### config.mk
export PLATFORM = sky130hd
export DESIGN_NAME = pipe_stage_buf
export DESIGN_NICKNAME = d
export VERILOG_FILES = /design/src/rtl/pipe_stage_buf.sv
export SDC_FILE = /design/constraint.sdc
export NUM_CORES = 1
export LEC_CHECK = 0
export CAP_MARGIN = 20
export CORE_MARGIN = 2
export CORE_UTILIZATION = 35
export CTS_BUF_LIST = sky130_fd_sc_hd__clkbuf_8
export DETAILED_ROUTE_END_ITERATION = 10
export PLACE_DENSITY = 0.74
export REMOVE_ABC_BUFFERS = 1
export SYNTH_ARGS = -nofsm -noshare
export SYNTH_HDL_FRONTEND = slang
export SYNTH_SLANG_ARGS = --single-unit
### constraint.sdc
create_clock -name clk -period 2.6 [get_ports clk]
set_clock_uncertainty 0.15 [all_clocks]
set_input_delay 0.26 -clock clk [delete_from_list [all_inputs] [get_ports clk]]
set_output_delay 0.26 -clock clk [all_outputs]
set_load 0.05 [all_outputs]
### src/rtl/pipe_stage_buf.sv
// pipe_stage_buf: circular-buffer pipeline stage with optional zero-latency bypass and flush
module pipe_stage_buf #(
    parameter int DATA_WIDTH  = 32,
    parameter int DEPTH       = 2,
    parameter bit FALLTHROUGH = 1'b0
) (
    input  logic                         clk,
    input  logic                         rst_n,
    input  logic                         flush,
    input  logic                         s_tvalid,
    output logic                         s_tready,
    input  logic [DATA_WIDTH-1:0]        s_tdata,
    output logic                         m_tvalid,
    input  logic                         m_tready,
    output logic [DATA_WIDTH-1:0]        m_tdata,
    output logic [$clog2(DEPTH+1)-1:0]   count
);
    localparam int CW = $clog2(DEPTH+1);
    localparam int PW = DEPTH > 1 ? $clog2(DEPTH) : 1;

    logic [DATA_WIDTH-1:0] mem_q [DEPTH];
    logic [PW-1:0]         rd_q, rd_d, wr_q, wr_d;
    logic [CW-1:0]         cnt_q, cnt_d;
    logic                  empty, bypass, push, pop, wr_en, rd_en;

    // handshakes, bypass selection and next pointer/count state
    always_comb begin
        empty    = cnt_q == '0;
        bypass   = FALLTHROUGH && empty;
        s_tready = (cnt_q < CW'(DEPTH)) && !flush;
        m_tvalid = !flush && (empty ? (bypass && s_tvalid) : 1'b1);
        m_tdata  = bypass ? s_tdata : mem_q[rd_q];
        push     = s_tvalid && s_tready;
        pop      = m_tvalid && m_tready;
        wr_en    = push && !(bypass && pop);
        rd_en    = pop && !empty;
        wr_d     = wr_en ? (wr_q == PW'(DEPTH-1) ? '0 : wr_q + PW'(1)) : wr_q;
        rd_d     = rd_en ? (rd_q == PW'(DEPTH-1) ? '0 : rd_q + PW'(1)) : rd_q;
        cnt_d    = cnt_q + CW'(wr_en) - CW'(rd_en);
    end

    // pointer and occupancy registers; reset and flush both empty the buffer
    always_ff @(posedge clk) begin
        if (!rst_n || flush) begin
            rd_q  <= '0;
            wr_q  <= '0;
            cnt_q <= '0;
        end else begin
            rd_q  <= rd_d;
            wr_q  <= wr_d;
            cnt_q <= cnt_d;
        end
    end

    // payload storage, not reset
    always_ff @(posedge clk) begin
        if (wr_en) mem_q[wr_q] <= s_tdata;
    end

    assign count = cnt_q;
endmodule

==> key figures, run 1 <==
Layout
  • FF/Latch Area: 2020 sq um
  • Synthesis-to-finish area growth: 38.4%
  • Fillers: 668
  • Area of the multi-input gates: 612 sq um
  • # diodes: 0
  • Post-layout util: 49.2%
  • Layout cells sized above 1: 24.3%
  • # nets final: 252
  • Final std cells w/o fill: 320

Route
  • DR vias/cell: 4.34
  • WL final: 4360 um
  • Vias: 1389
  • DR iter-0 viols: 47
  • DR DRC count: 0
  • Antenna-violating nets left: 0
  • WL per Instance: 13.6 um
  • DR pass1 iterations: 4

Flow run
  • Max Cap Violations: 0

Floorplan
  • Initial Util: 35.5%
  • Die ar.: 8440 sq um
  • Die width: 91.9 um
  • Die Span Y: 91.9 um
  • Core Box Area: 7610 sq um
  • Num ports: 73
  • Row count: 32

Logic synthesis
  • Syn avg cell area: 21.0 sq um
  • Yosys cell types: 18
  • Seq/Total Area, Yosys: 74.8%
  • Synth warn: 0
  • Share of the synthesized area in the top cell type: 71.1%
  • Register bit total from synthesis: 69
  • Yosys top cell by area: edfxtp_1
  • Top cells by area, synth: edfxtp_1 71%, mux2_4 17%, dfxtp_1 3.7%, buf_12 2.2%, nor2_1 1.2%
  • Netlist Area Pre-Place: 2700 sq um
  • Cell count after synthesis: 129

Power and ir drop
  • P per Cell Area: 631 nW/um^2
  • Total power: 2.36 mW
  • Leakage: 1.32 nW
  • Max IR drop VDD: 0.000341 V

Global route
  • GRT Residual Overflow: 0
  • First-pass GRT wire length: 6860 um
  • Number of global-route vias before repair: 1447
  • Largest net degree at the start of global routing: 33
  • Antenna violations before repair: 0
  • Tot GR Track Use: 11.0%

Place
  • Number of I/O port buffers: 72
  • Global placement routability congestion: 0.644
  • Post-DP HPWL: 2910 um
  • Dpl cells: 304

Worst setup path
  • Type of origin of the critical path: register
  • Critical Path AT: 1960 ps
  • R2R Setup Slk: 760 ps
  • CP required: 2190 ps
  • Largest fanout on the critical path: 10
  • Setup Crit Path Kind: register to output pin
  • Crit end category: output pin

CTS
  • CTS Buffer Depth: 2
  • Post-CTS sizing: 0
  • # H-tree levels: 3
  • Worst skew pair latency: 330 ps
  • Post-CTS Setup Inserts: 0
  • CTS sink cnt: 69
  • Clock-pin slew on the worst setup and hold paths: 70 ps
  • TritonCTS buffer count: 9
  • CTS hold repair buffers: 0
  • Root cell of the clock tree: clkbuf_8
  • CTS tree: yes

Run status
  • Status: finished clean

STA
  • Fmax: 422 MHz
  • Final Cycle Share: 91.1%
  • Tmin final: 2370 ps
  • Slew @ Worst Pin: 514 ps
  • Worst rel slew slack: 65.7%
  • Final hold violations: 0
  • Unrepaired setup endpoints after global routing: false
  • Slew Limit Fails: 0
  • Setup violators final: 0

Worst hold path
  • Worst hold path class: input pin to register
cell families after synthesis:
logic type               count (synthesis)  synth area share, %
AO/OA/AOI/OAI                            1                0.185
adder cells (fa/ha/maj)                  2                0.925
AND/OR/NAND/NOR                         16                 2.73
flip-flops                              69                 74.8
multiplexers                            32                 17.5
XOR/XNOR                                 3                0.972
buffers and inverters                    6                 2.92
final cells by class:
class / instances / area share [%]
tap: 102 / 3.41
sequential: 69 / 54.1
timing repair buffer: 77 / 20.9
inverter: 2 / 0.201
clock buffer: 9 / 3.31
clock inverter: 7 / 1.74
multi-input combinational: 54 / 16.3
sequential cells by signal, summed over array words and instances, names as in the netlist, named ones only:
signal / count
mem_q: 64
count: 2
rd_q: 1
wr_q: 1
cells in the final DEF (no fill, tap or decap), types with 2 or more instances in the layout:
| master | netlist | final |
|---|---|---|
| clkdlybuf4s50_1 | 0 | 72 |
| clkbuf_8 | 0 | 9 |
| dfxtp_1 | 5 | 4 |
| buf_12 | 3 | 2 |
| clkinv_1 | 0 | 3 |
| xor2_1 | 2 | 2 |
| and2_1 | 2 | 2 |
| mux2_2 | 2 | 2 |
| clkinvlp_4 | 0 | 2 |
| ha_1 | 2 | 2 |
| mux2_4 | 30 | 30 |
| inv_1 | 2 | 2 |
| edfxtp_1 | 64 | 64 |
| buf_4 | 0 | 3 |
| nor2_1 | 9 | 8 |
path summary, 6_finish.rpt:
check	start	end	depth (start not counted)
worst max-delay path	register	m_tdata[12]	3
worst min-delay path	s_tdata[17]	mem_q[1][17]$_DFFE_PP_	1
worst max register to register	count[1]$_SDFF_PP0_	count[1]$_SDFF_PP0_	9
worst min register to register	rd_q$_SDFFE_PP0P_	register	2
per-layer routing:
layer	track usage [%]	vias to the layer above	part of all wire, %
met5	0	-	0
met2	18.2	44	52
met3	3.45	6	6.3
met4	6.34	0	1.3
li1	-	659	-
met1	12.4	680	40
critical path, stage by stage, from the launching register on:
cell and delay [ps]:
dfxtp_2 350, buf_4 220, mux2_2 360, clkdlybuf4s50_1 700
per-stage QoR:
step	hold WS [ps]	cell area, sq um	worst slack (ps)	setup TNS (ps)
after floorplan	209	2630	-829	-33140
after CTS	336	3740	193	0
after detailed placement	352	3550	453	0
after global placement	341	3550	508	0
final	353	3740	231	0
after global routing	337	3740	162	0
Yosys cell counts (all sizes together):
cell type and number:
xnor2 1, edfxtp 64, nand2b 1, inv 2, nor3 1, mux2 32
buf 4, and2 2, dfxtp 5, nor2 9, o21ai 1, nand2 1
xor2 2, ha 2, nor2b 1, and3 1
report_power, final:
group	leakage, nW	total (mW)	internal, mW	switching (mW)
logic	0.602	0.284	0.132	0.152
clock network	0.0884	0.816	0.436	0.381
registers	0.628	1.26	1.25	0.00966
total	1.32	2.36	1.82	0.542
Power figures use the tool's default switching activity.
==> run 2, diff against run 1 <==
--- a/config.mk
+++ b/config.mk
@@ -9,6 +9,7 @@
 export CORE_MARGIN = 2
 export CORE_UTILIZATION = 35
 export CTS_BUF_LIST = sky130_fd_sc_hd__clkbuf_8
+export CTS_CLUSTER_DIAMETER = 80
 export DETAILED_ROUTE_END_ITERATION = 10
 export PLACE_DENSITY = 0.74
 export REMOVE_ABC_BUFFERS = 1
==> results of run 2 <==
The final DEF is identical to that of run 1; final timing and power are the same.
==> run 3, diff against run 2 <==
--- a/config.mk
+++ b/config.mk
@@ -6,12 +6,15 @@
 export NUM_CORES = 1
 export LEC_CHECK = 0
 export CAP_MARGIN = 20
+export CELL_PAD_IN_SITES_DETAIL_PLACEMENT = 0
+export CELL_PAD_IN_SITES_GLOBAL_PLACEMENT = 1
 export CORE_MARGIN = 2
 export CORE_UTILIZATION = 35
 export CTS_BUF_LIST = sky130_fd_sc_hd__clkbuf_8
 export CTS_CLUSTER_DIAMETER = 80
 export DETAILED_ROUTE_END_ITERATION = 10
-export PLACE_DENSITY = 0.74
+export DONT_BUFFER_PORTS = 1
+export PLACE_DENSITY = 0.69
 export REMOVE_ABC_BUFFERS = 1
 export SYNTH_ARGS = -nofsm -noshare
 export SYNTH_HDL_FRONTEND = slang
==> key figures, run 3 (same netlist as run 1, synthesis figures left out) <==
Run status
  • Status: finished clean

Route
  • WL per Instance: 15.6 um (+15%)
  • Vias: 1267 (-8.8%)
  • DR iter-0 viols: 81 (+72%)
  • DR pass1 iterations: 4 (unchanged)
  • DR vias/cell: 4.46 (+2.8%)
  • DR DRC count: 0 (unchanged)
  • WL final: 4440 um (+2.0%)
  • Antenna-violating nets left: 0 (unchanged)

STA
  • Final hold violations: 0 (unchanged)
  • Worst Hold Slack: 26.5 ps (-327 ps)
  • Slew Limit Fails: 0 (unchanged)
  • Final Cycle Share: 79.1% (-12 points)
  • Setup violators final: 0 (unchanged)
  • Unrepaired setup endpoints after global routing: false
  • Worst rel slew slack: 77.4% (+12 points)
  • Fmax: 486 MHz (+15%)
  • Slew @ Worst Pin: 339 ps (-175 ps)
  • Tmin final: 2060 ps (-313 ps)
  • TNS Setup: 0 ps (unchanged)

Worst setup path
  • Critical Path AT: 1650 ps (-310 ps)
  • Worst R2R Start: count[1]$_SDFF_PP0_
  • Crit end category: output pin
  • Largest fanout on the critical path: 15 (+5)
  • FF-to-FF path depth: 9 (unchanged)
  • CP required: 2190 ps (about the same)
  • Reg2reg end: count[1]$_SDFF_PP0_
  • R2R Setup Slk: 730 ps (-30 ps)
  • Type of origin of the critical path: register
  • Critical Path End: m_tdata[22]
  • Setup Crit Path Kind: register to output pin

Power and ir drop
  • Leakage: 1.21 nW (-8.5%)
  • Max IR drop VDD: 0.000218 V (-36%)
  • P per Cell Area: 678 nW/um^2 (+7.5%)

CTS
  • Clock-pin slew on the worst setup and hold paths: 70 ps (about the same)
  • Post-CTS sizing: 0 (unchanged)
  • Worst skew pair latency: 330 ps (about the same)
  • Root cell of the clock tree: clkbuf_8
  • # H-tree levels: 3 (unchanged)
  • CTS Buffer Depth: 2 (unchanged)
  • TritonCTS buffer count: 9 (unchanged)
  • CTS tree: yes
  • CTS sink cnt: 69 (unchanged)

Floorplan
  • Core Box Area: 7610 sq um (unchanged)
  • Die width: 91.9 um (unchanged)
  • Die Span Y: 91.9 um (unchanged)
  • Initial Util: 35.5% (unchanged)
  • Num ports: 73 (unchanged)
  • Row count: 32 (unchanged)
  • Die ar.: 8440 sq um (unchanged)

Global route
  • GR Util met3: 4.85% (+1.4 points)
  • Largest net degree at the start of global routing: 33 (unchanged)
  • Met2 Usage GRT: 18.1% (-0.12 points)
  • Antenna violations before repair: 0 (unchanged)
  • Number of global-route vias before repair: 1378 (-4.8%)
  • GR Util met1: 10.9% (-1.6 points)
  • First-pass GRT wire length: 6560 um (-4.3%)
  • Gr busiest metal: met2
  • Tot GR Track Use: 10.5% (-0.41 points)
  • GRT Residual Overflow: 0 (unchanged)

Layout
  • # nets final: 217 (-14%)
  • Commonest non-fill, non-tap cells in the layout: 64 x edfxtp_1, 32 x dlygate4sd3_1, 30 x mux2_4, 9 x clkbuf_8
  • Largest Register: mem_q
  • Largest register FFs: 64 (unchanged)
  • Synthesis-to-finish area growth: 24.6%
  • Most common cell after layout, fill and taps aside: edfxtp_1
  • Post-layout util: 44.3% (-4.9 points)
  • Layout cells sized above 1: 31.9% (+7.6 points)
  • Fillers: 678 (+1.5%)
  • # diodes: 0 (unchanged)
  • Final std cells w/o fill: 284 (-11%)

Place
  • Post-DP HPWL: 3050 um (+5.0%)
  • Number of I/O port buffers: 0 (-100%)
  • Global placement routability congestion: 0.691 (+7.2%)
  • Dpl cells: 237 (-22%)

Worst hold path
  • Worst hold path class: input pin to register
  • Hold path depth: 2 (+1)

Flow run
  • Max Cap Violations: 0 (unchanged)
run 3: changes by cell type in the layout (fill, tap and decap cells not counted), moves of 3 or more:
cell and delta:
buf_4 +5, clkdlybuf4s50_1 -72, clkinv_1 -3, clkinv_2 +3, dlygate4sd3_1 +32
run 3: report_power, final:
group / leakage (nW) / internal, mW / total (mW) / switching (mW)
Combinational: 0.482 / 0.0845 / 0.232 / 0.148
Clock: 0.0960 / 0.428 / 0.793 / 0.365
Sequential: 0.628 / 1.25 / 1.26 / 0.0101
run 3: area by class of cell:
cell class / instances / area, sq um / share of cell area [%]
flip-flops and latches: 69 / 2020 / 60.0
repair buffers: 42 / 420 / 12.5
multi-input cells: 54 / 611 / 18.1
well taps: 102 / 128 / 3.79
clock inverters: 6 / 56.3 / 1.67
inverters: 2 / 7.51 / 0.223
clock buffers: 9 / 124 / 3.68
run 3: per-layer routing:
layer	up-vias	share of wire (%)
met1	615	41
met2	57	50
met5	-	0
met3	10	7.6
met4	0	1.8
li1	585	-
run 3: how the worst min path moves through the flow:
stage / startpoint / to
6_report: rst_n / count[0]$_SDFF_PP0_
5_1_grt: rst_n / count[0]$_SDFF_PP0_
4_1_cts: rst_n / count[0]$_SDFF_PP0_
3_5_place_dp: s_tdata[15] / mem_q[0][15]$_DFFE_PP_
3_3_place_gp: s_tdata[27] / mem_q[0][27]$_DFFE_PP_
2_1_floorplan: s_tdata[0] / mem_q[0][0]$_DFFE_PP_
run 3: repair_timing:
action / CTS / global route
hold buffers: 32 / 0
hold endpoints to repair: 64 / 0
setup buffers: 0 / 0
run 3: metrics by stage:
step           cell area, sq um  power [mW]  setup WS, ps
3_5_place_dp               2870        1.47           747
3_3_place_gp               2870        1.47           907
4_1_cts                    3370        2.31           494
2_1_floorplan              2630        1.44          -829
6_report                   3370        2.28           544
5_1_grt                    3370        2.37           458
run 3: critical path, cell delays in order, from the launching register on:
cell     delay, ps
dfxtp_2        540
buf_4          350
mux2_4         420
==> patch 1 (config.mk and constraints of run 3) <==
Set the parameter `FALLTHROUGH` to 1'b1 (it was 1'b0).
--- a/src/rtl/pipe_stage_buf.sv
+++ b/src/rtl/pipe_stage_buf.sv
@@ -2,7 +2,7 @@
 module pipe_stage_buf #(
     parameter int DATA_WIDTH  = 32,
     parameter int DEPTH       = 2,
-    parameter bit FALLTHROUGH = 1'b0
+    parameter bit FALLTHROUGH = 1'b1
 ) (
     input  logic                         clk,
     input  logic                         rst_n,
Formal check against the unedited RTL: not equivalent (a bounded check fails within 4 cycles, from zero or initial values).
==> patch 1 against run 3 <==
Combinational power increased by 50%. Routed wire length rose by 19%. Highest routed layer unchanged. Power up 23%. Design area rose by 16%. Critical path depth rose by 3. Sequential share of layout area shrank 8.2 points. Worst setup slack lost 61 ps. Sequential cell count unchanged. Global-route usage up 2.2 points. Largest cell class unchanged. Area after synthesis rose by 6.8%. Critical endpoint is now m_tdata[2]. Clock power up 54%.
==> patch 1: results (changes against run 3) <==
Yosys
  – Compound-cell area share of the yosys netlist: 6.329% (+6.1 points)
  – Post-synthesis xor/xnor area fraction: 0.6068% (-0.36 points)
  – Avg Synthesized Cell Area: 14.15 µm² (-32%)
  – Adder-Cell Fraction of Synth Area: 0.8669% (-0.059 points)
  – Main area contributors after synthesis: edfxtp_1, mux2i_1, nor2_1, a21oi_1, dfxtp_1
  – Netlist cell types: 21 (+3)
  – Sequential share of the synthesized area: 70.05% (-4.7 points)
  – Post-synthesis mux area share: 11.10% (-6.4 points)
  – Post-synth top cells: edfxtp_1, nor2_1, mux2i_1
  – Top-area cell type share of the netlist area: 66.58% (-4.5 points)

Power and ir drop
  – Max VDD drop: 0.3234 mV (+48%)
  – Switching power share of the total: 22.20% (-0.67 points)
  – Leakage: 1.368 nW (+13%)

Placement
  – Post-placement cell count: 343 (+45%)
  – Placed Area: 3297 µm² (+15%)
  – DP HPWL: 3331 µm (+9.0%)
  – Placer congestion estimate: 0.7324 (+6.0%)

Drt
  – DR vias: 1789 (+41%)
  – DR iter-0 viols: 62 (-23%)
  – Drt via density: 4.575 (+2.6%)
  – Wirelength, routed: 5307 µm (+19%)

Clock tree
  – CTS resizes: 0 (unchanged)
  – Clock Latency Late Sink: 340 ps
  – Total CTS buffers: 9 (unchanged)

Outcome
  – Result of the run: complete, no violations

Setup path
  – Worst path top cell family by delay: buffers and inverters
  – Worst-path fanout max: 32 (+17)
  – Crit path DAT: 1710 ps (+60 ps)
  – CP max stage delay: 410 ps (-130 ps)
  – CP max-delay cell: dfxtp_1

Worst hold path
  – Min-delay worst type: in2reg

Global routing
  – GRT Total Usage: 12.72% (+2.2 points)
  – Largest net degree at the start of global routing: 34 (+3.0%)
  – Global-route wire length before repair: 8390 µm (+28%)

Layout
  – Share of layout cells above drive strength 1: 23.08% (-8.8 points)
  – Final nets: 320 (+47%)

STA
  – Worst-Margin Slew: 337.4 ps (-1.559 ps)
## patch 1: cell types whose count changed after synthesis, sizes merged, moves of 6 or more
cell   delta
a21oi    +33
buf       +6
mux2     -32
mux2i    +32
nor2     +33
## patch 1: worst paths after layout
path                            cells after the start  slack (ps)                start             endpoint
worst min register to register                      2         380    rd_q$_SDFFE_PP0P_    rd_q$_SDFFE_PP0P_
worst min-delay path                                2          20                rst_n  count[0]$_SDFF_PP0_
worst max-delay path                                5         480  count[1]$_SDFF_PP0_           m_tdata[2]
worst max register to register                      8         720  count[1]$_SDFF_PP0_  count[1]$_SDFF_PP0_
## patch 1: what timing repair did
| item | 4_1_cts | 5_1_grt |
|---|---|---|
| hold endpoints to repair | 64 | 0 |
| setup buffers | 0 | 0 |
| hold buffers | 32 | 0 |
## patch 1: worst register-to-register path: stages (launching register included)
cell and delay, ps:
dfxtp_1 360, o21ai_0 280, nor2_1 80, ha_1 280, inv_1 40, ha_1 180, xor2_1 150, and2_1 160
nor3_1 130
## patch 1: through the flow
step / hold WS [ps] / power [mW] / TNS, ps / setup WS (ps)
floorplan: 208.9 / 1.479 / -74010 / -879.0
global placement: 209.0 / 1.567 / 0 / 830.4
detailed placement: 209.0 / 1.569 / 0 / 752.7
CTS: 2.520 / 2.842 / 0 / 456.7
global route: 26.09 / 2.906 / 0 / 329.0
finish: 20.44 / 2.808 / 0 / 482.6
## patch 1: layout make-up
cell class / count / area [µm²]
Sequential cell: 69 / 2023
Timing Repair Buffer: 77 / 683.2
Clock inverter: 7 / 161.4
Fill cell: 750 / 4190
Inverter: 3 / 11.26
Tap cell: 105 / 131.4
Clock buffer: 9 / 123.9
Multi-Input combinational cell: 121 / 768.2
## patch 1: power groups by stage
stage / sequential (mW) / combinational (mW) / clock, mW
finish: 1.24 / 0.347 / 1.22
global route: 1.24 / 0.369 / 1.30
CTS: 1.24 / 0.349 / 1.25
detailed placement: 1.27 / 0.303 / 0
global placement: 1.26 / 0.302 / 0
floorplan: 1.27 / 0.211 / 0
## patch 1: routing by layer
metal / global-route usage, % / share of wire [%] / up-vias
met5: 0 / 0 / -
met4: 6.522 / 2.0 / 0
met3: 4.389 / 6.3 / 10
met2: 20.98 / 50 / 52
met1: 14.64 / 42 / 829
li1: - / - / 898
## patch 1: cell families (layout without fill, tap and decap cells)
family | Yosys count | count (layout)
XOR/XNOR | 2 | 2
adder cells (fa/ha/maj) | 2 | 2
multiplexers | 32 | 32
flip-flops | 69 | 69
AO/OA/AOI/OAI | 35 | 35
AND/OR/NAND/NOR | 50 | 50
buffers and inverters | 14 | 96
==> patch 2 (settings of run 3) <==
Made on the original files. Register the output `count` once more, without a reset; this adds one clock of latency there. The other outputs are not delayed to match.
--- a/src/rtl/pipe_stage_buf.sv
+++ b/src/rtl/pipe_stage_buf.sv
@@ -57,6 +57,8 @@
         if (wr_en) mem_q[wr_q] <= s_tdata;
     end
 
-    assign count = cnt_q;
+    always_ff @(posedge clk) begin
+        count <= cnt_q;
+    end
 endmodule
 
Function: changed (Yosys sat finds a counterexample within 4 cycles, from zero or initial values).
==> patch 2 against run 3 <==
Core utilization is 0.26 points higher. Via count is 1.0% lower. Cell count is 0.35% lower. Design area is 1.1% higher. Critical path depth stayed put. Power is 7.6% higher. Worst setup slack worse by 160 ps. Routed wire length is 0.25% higher. Sequential share of layout area is 0.51 points higher. Count of clock-buffer cells in the layout stayed put. Area after synthesis is 1.5% higher. Combinational power is 5% lower. Sequential cell count is 2 higher.
==> patch 2: results (changes against run 3) <==
STA
  – Final slew viol count: 0 (unchanged)
  – Slew HR: 57.13% (-20 points)
  – Final Hold Slack: 25.57 ps (-0.9520 ps)
  – Setup tns final: 0 ps (unchanged)

Setup path
  – Crit path DAT: 1810 ps (+160 ps)
  – RR Endpoint: mem_q[1][22]$_DFFE_PP_
  – Worst-path fanout max: 20 (+5)
  – Setup slack, reg-to-reg: 760 ps (+30 ps)
  – CP max stage delay: 740 ps (+200 ps)
  – Worst path top cell family by delay: flip-flops
  – Cells on worst reg2reg path: 4 (-5)
  – Worst R2R Start: cnt_q[1]$_SDFF_PP0_

Clock tree
  – Total CTS buffers: 9 (unchanged)
  – Worst-path clk slew: 70 ps (about the same)
  – # H-tree levels: 3 (unchanged)
  – Clk buf depth: 2 (unchanged)

Placement
  – Placer congestion estimate: 0.6862 (-0.71%)
  – Post-placement cell count: 235 (-0.84%)
  – DP HPWL: 2984 µm (-2.3%)
  – Pre-CTS WS: 681.0 ps (-65.98 ps)
  – PortBufs: 0 (unchanged)
  – Placed Area: 2867 µm² (about the same)

Global routing
  – GRT Total Usage: 10.69% (+0.14 points)
  – Largest net degree at the start of global routing: 33 (unchanged)
  – Met3 usage: 4.882% (+0.034 points)
  – Initial antenna violation count: 0 (unchanged)
  – Global-route wire length before repair: 6741 µm (+2.7%)
  – Met2 global-route usage: 18.73% (+0.66 points)
  – GR Layer Usage met1: 10.35% (-0.51 points)
  – Number of global-route vias before repair: 1378 (unchanged)

Layout
  – Share of layout cells above drive strength 1: 30.39% (-1.5 points)
  – Final nets: 215 (-0.92%)
  – Fillers: 674 (-0.59%)
  – Diode count: 0 (unchanged)
  – Biggest regs: mem_q x64, cnt_q x2, count x2

Drt
  – DRT Pass-1 Iters: 2 (-2)
  – Drt via density: 4.431 (-0.68%)
  – DR iter-0 viols: 33 (-59%)
  – DR vias: 1254 (-1.0%)
  – Routed len/inst: 15.73 µm (+0.60%)

Yosys
  – Post-synth top cells: edfxtp_1, mux2_4, nor2_1
  – Sequential share of the synthesized area: 75.15% (+0.37 points)
  – Post-synth ARST share: 0% (unchanged)
  – Number of synthesized flops with an enable pin: 64 (unchanged)
  – Main area contributors after synthesis: edfxtp_1, mux2_4, dfxtp_1, buf_12, nor2_1
  – Avg Synthesized Cell Area: 20.95 µm² (about the same)

Worst hold path
  – Min-delay worst type: in2reg
  – Hold Path Sink: cnt_q[0]$_SDFF_PP0_
  – Hold_sp: rst_n

Outcome
  – Result of the run: complete, no violations

Power and ir drop
  – Switching power of the nets: 0.5543 mW (+6.1%)
  – Leakage: 1.211 nW (+0.38%)
  – Max VDD drop: 0.2323 mV (+6.3%)
-- patch 2: power groups by stage --
stage	Clock [mW]	Sequential, mW	Combinational (mW)
2_1_floorplan	0	1.32	0.155
3_3_place_gp	0	1.32	0.174
3_5_place_dp	0	1.32	0.176
4_1_cts	0.970	1.30	0.223
5_1_grt	1.01	1.30	0.231
6_report	0.941	1.30	0.220
-- patch 2: kinds of logic after synthesis --
kind of cell | share of synthesized area (%)
multiplexers | 17.24
AO/OA/AOI/OAI | 0.1822
adder cells (fa/ha/maj) | 0.9118
XOR/XNOR | 0.9578
buffers and inverters | 2.873
flip-flops | 75.15
AND/OR/NAND/NOR | 2.690
-- patch 2: how the worst max path moves through the flow --
stage | startpoint | slack, ps | endpoint
after floorplan | cnt_q[1]$_SDFF_PP0_ | -590 | mem_q[0][0]$_DFFE_PP_
after global placement | register | 730 | m_tdata[15]
after detailed placement | register | 680 | m_tdata[5]
after CTS | register | 300 | m_tdata[5]
after global routing | register | 260 | m_tdata[5]
final | register | 380 | m_tdata[5]
-- patch 2: final cells by class --
type / instances / area, µm² / share of cell area (%)
tap: 102 / 127.6 / 3.746
clock inverter: 7 / 96.34 / 2.828
sequential: 71 / 2063 / 60.56
multi-input combinational: 54 / 610.6 / 17.92
timing repair buffer: 38 / 377.9 / 11.09
inverter: 2 / 7.507 / 0.2203
clock buffer: 9 / 123.9 / 3.636
-- patch 2: layer usage --
metal | vias up | wire length [µm]
li1 | 584 | -
met1 | 612 | 1716
met2 | 54 | 2317
met3 | 4 | 383
met4 | 0 | 36
met5 | - | 0
-- patch 2: what timing repair did --
item | in CTS | in global routing
hold endpoints to repair | 64 | 0
buffers inserted | 0 | 0
hold buffers | 32 | 0
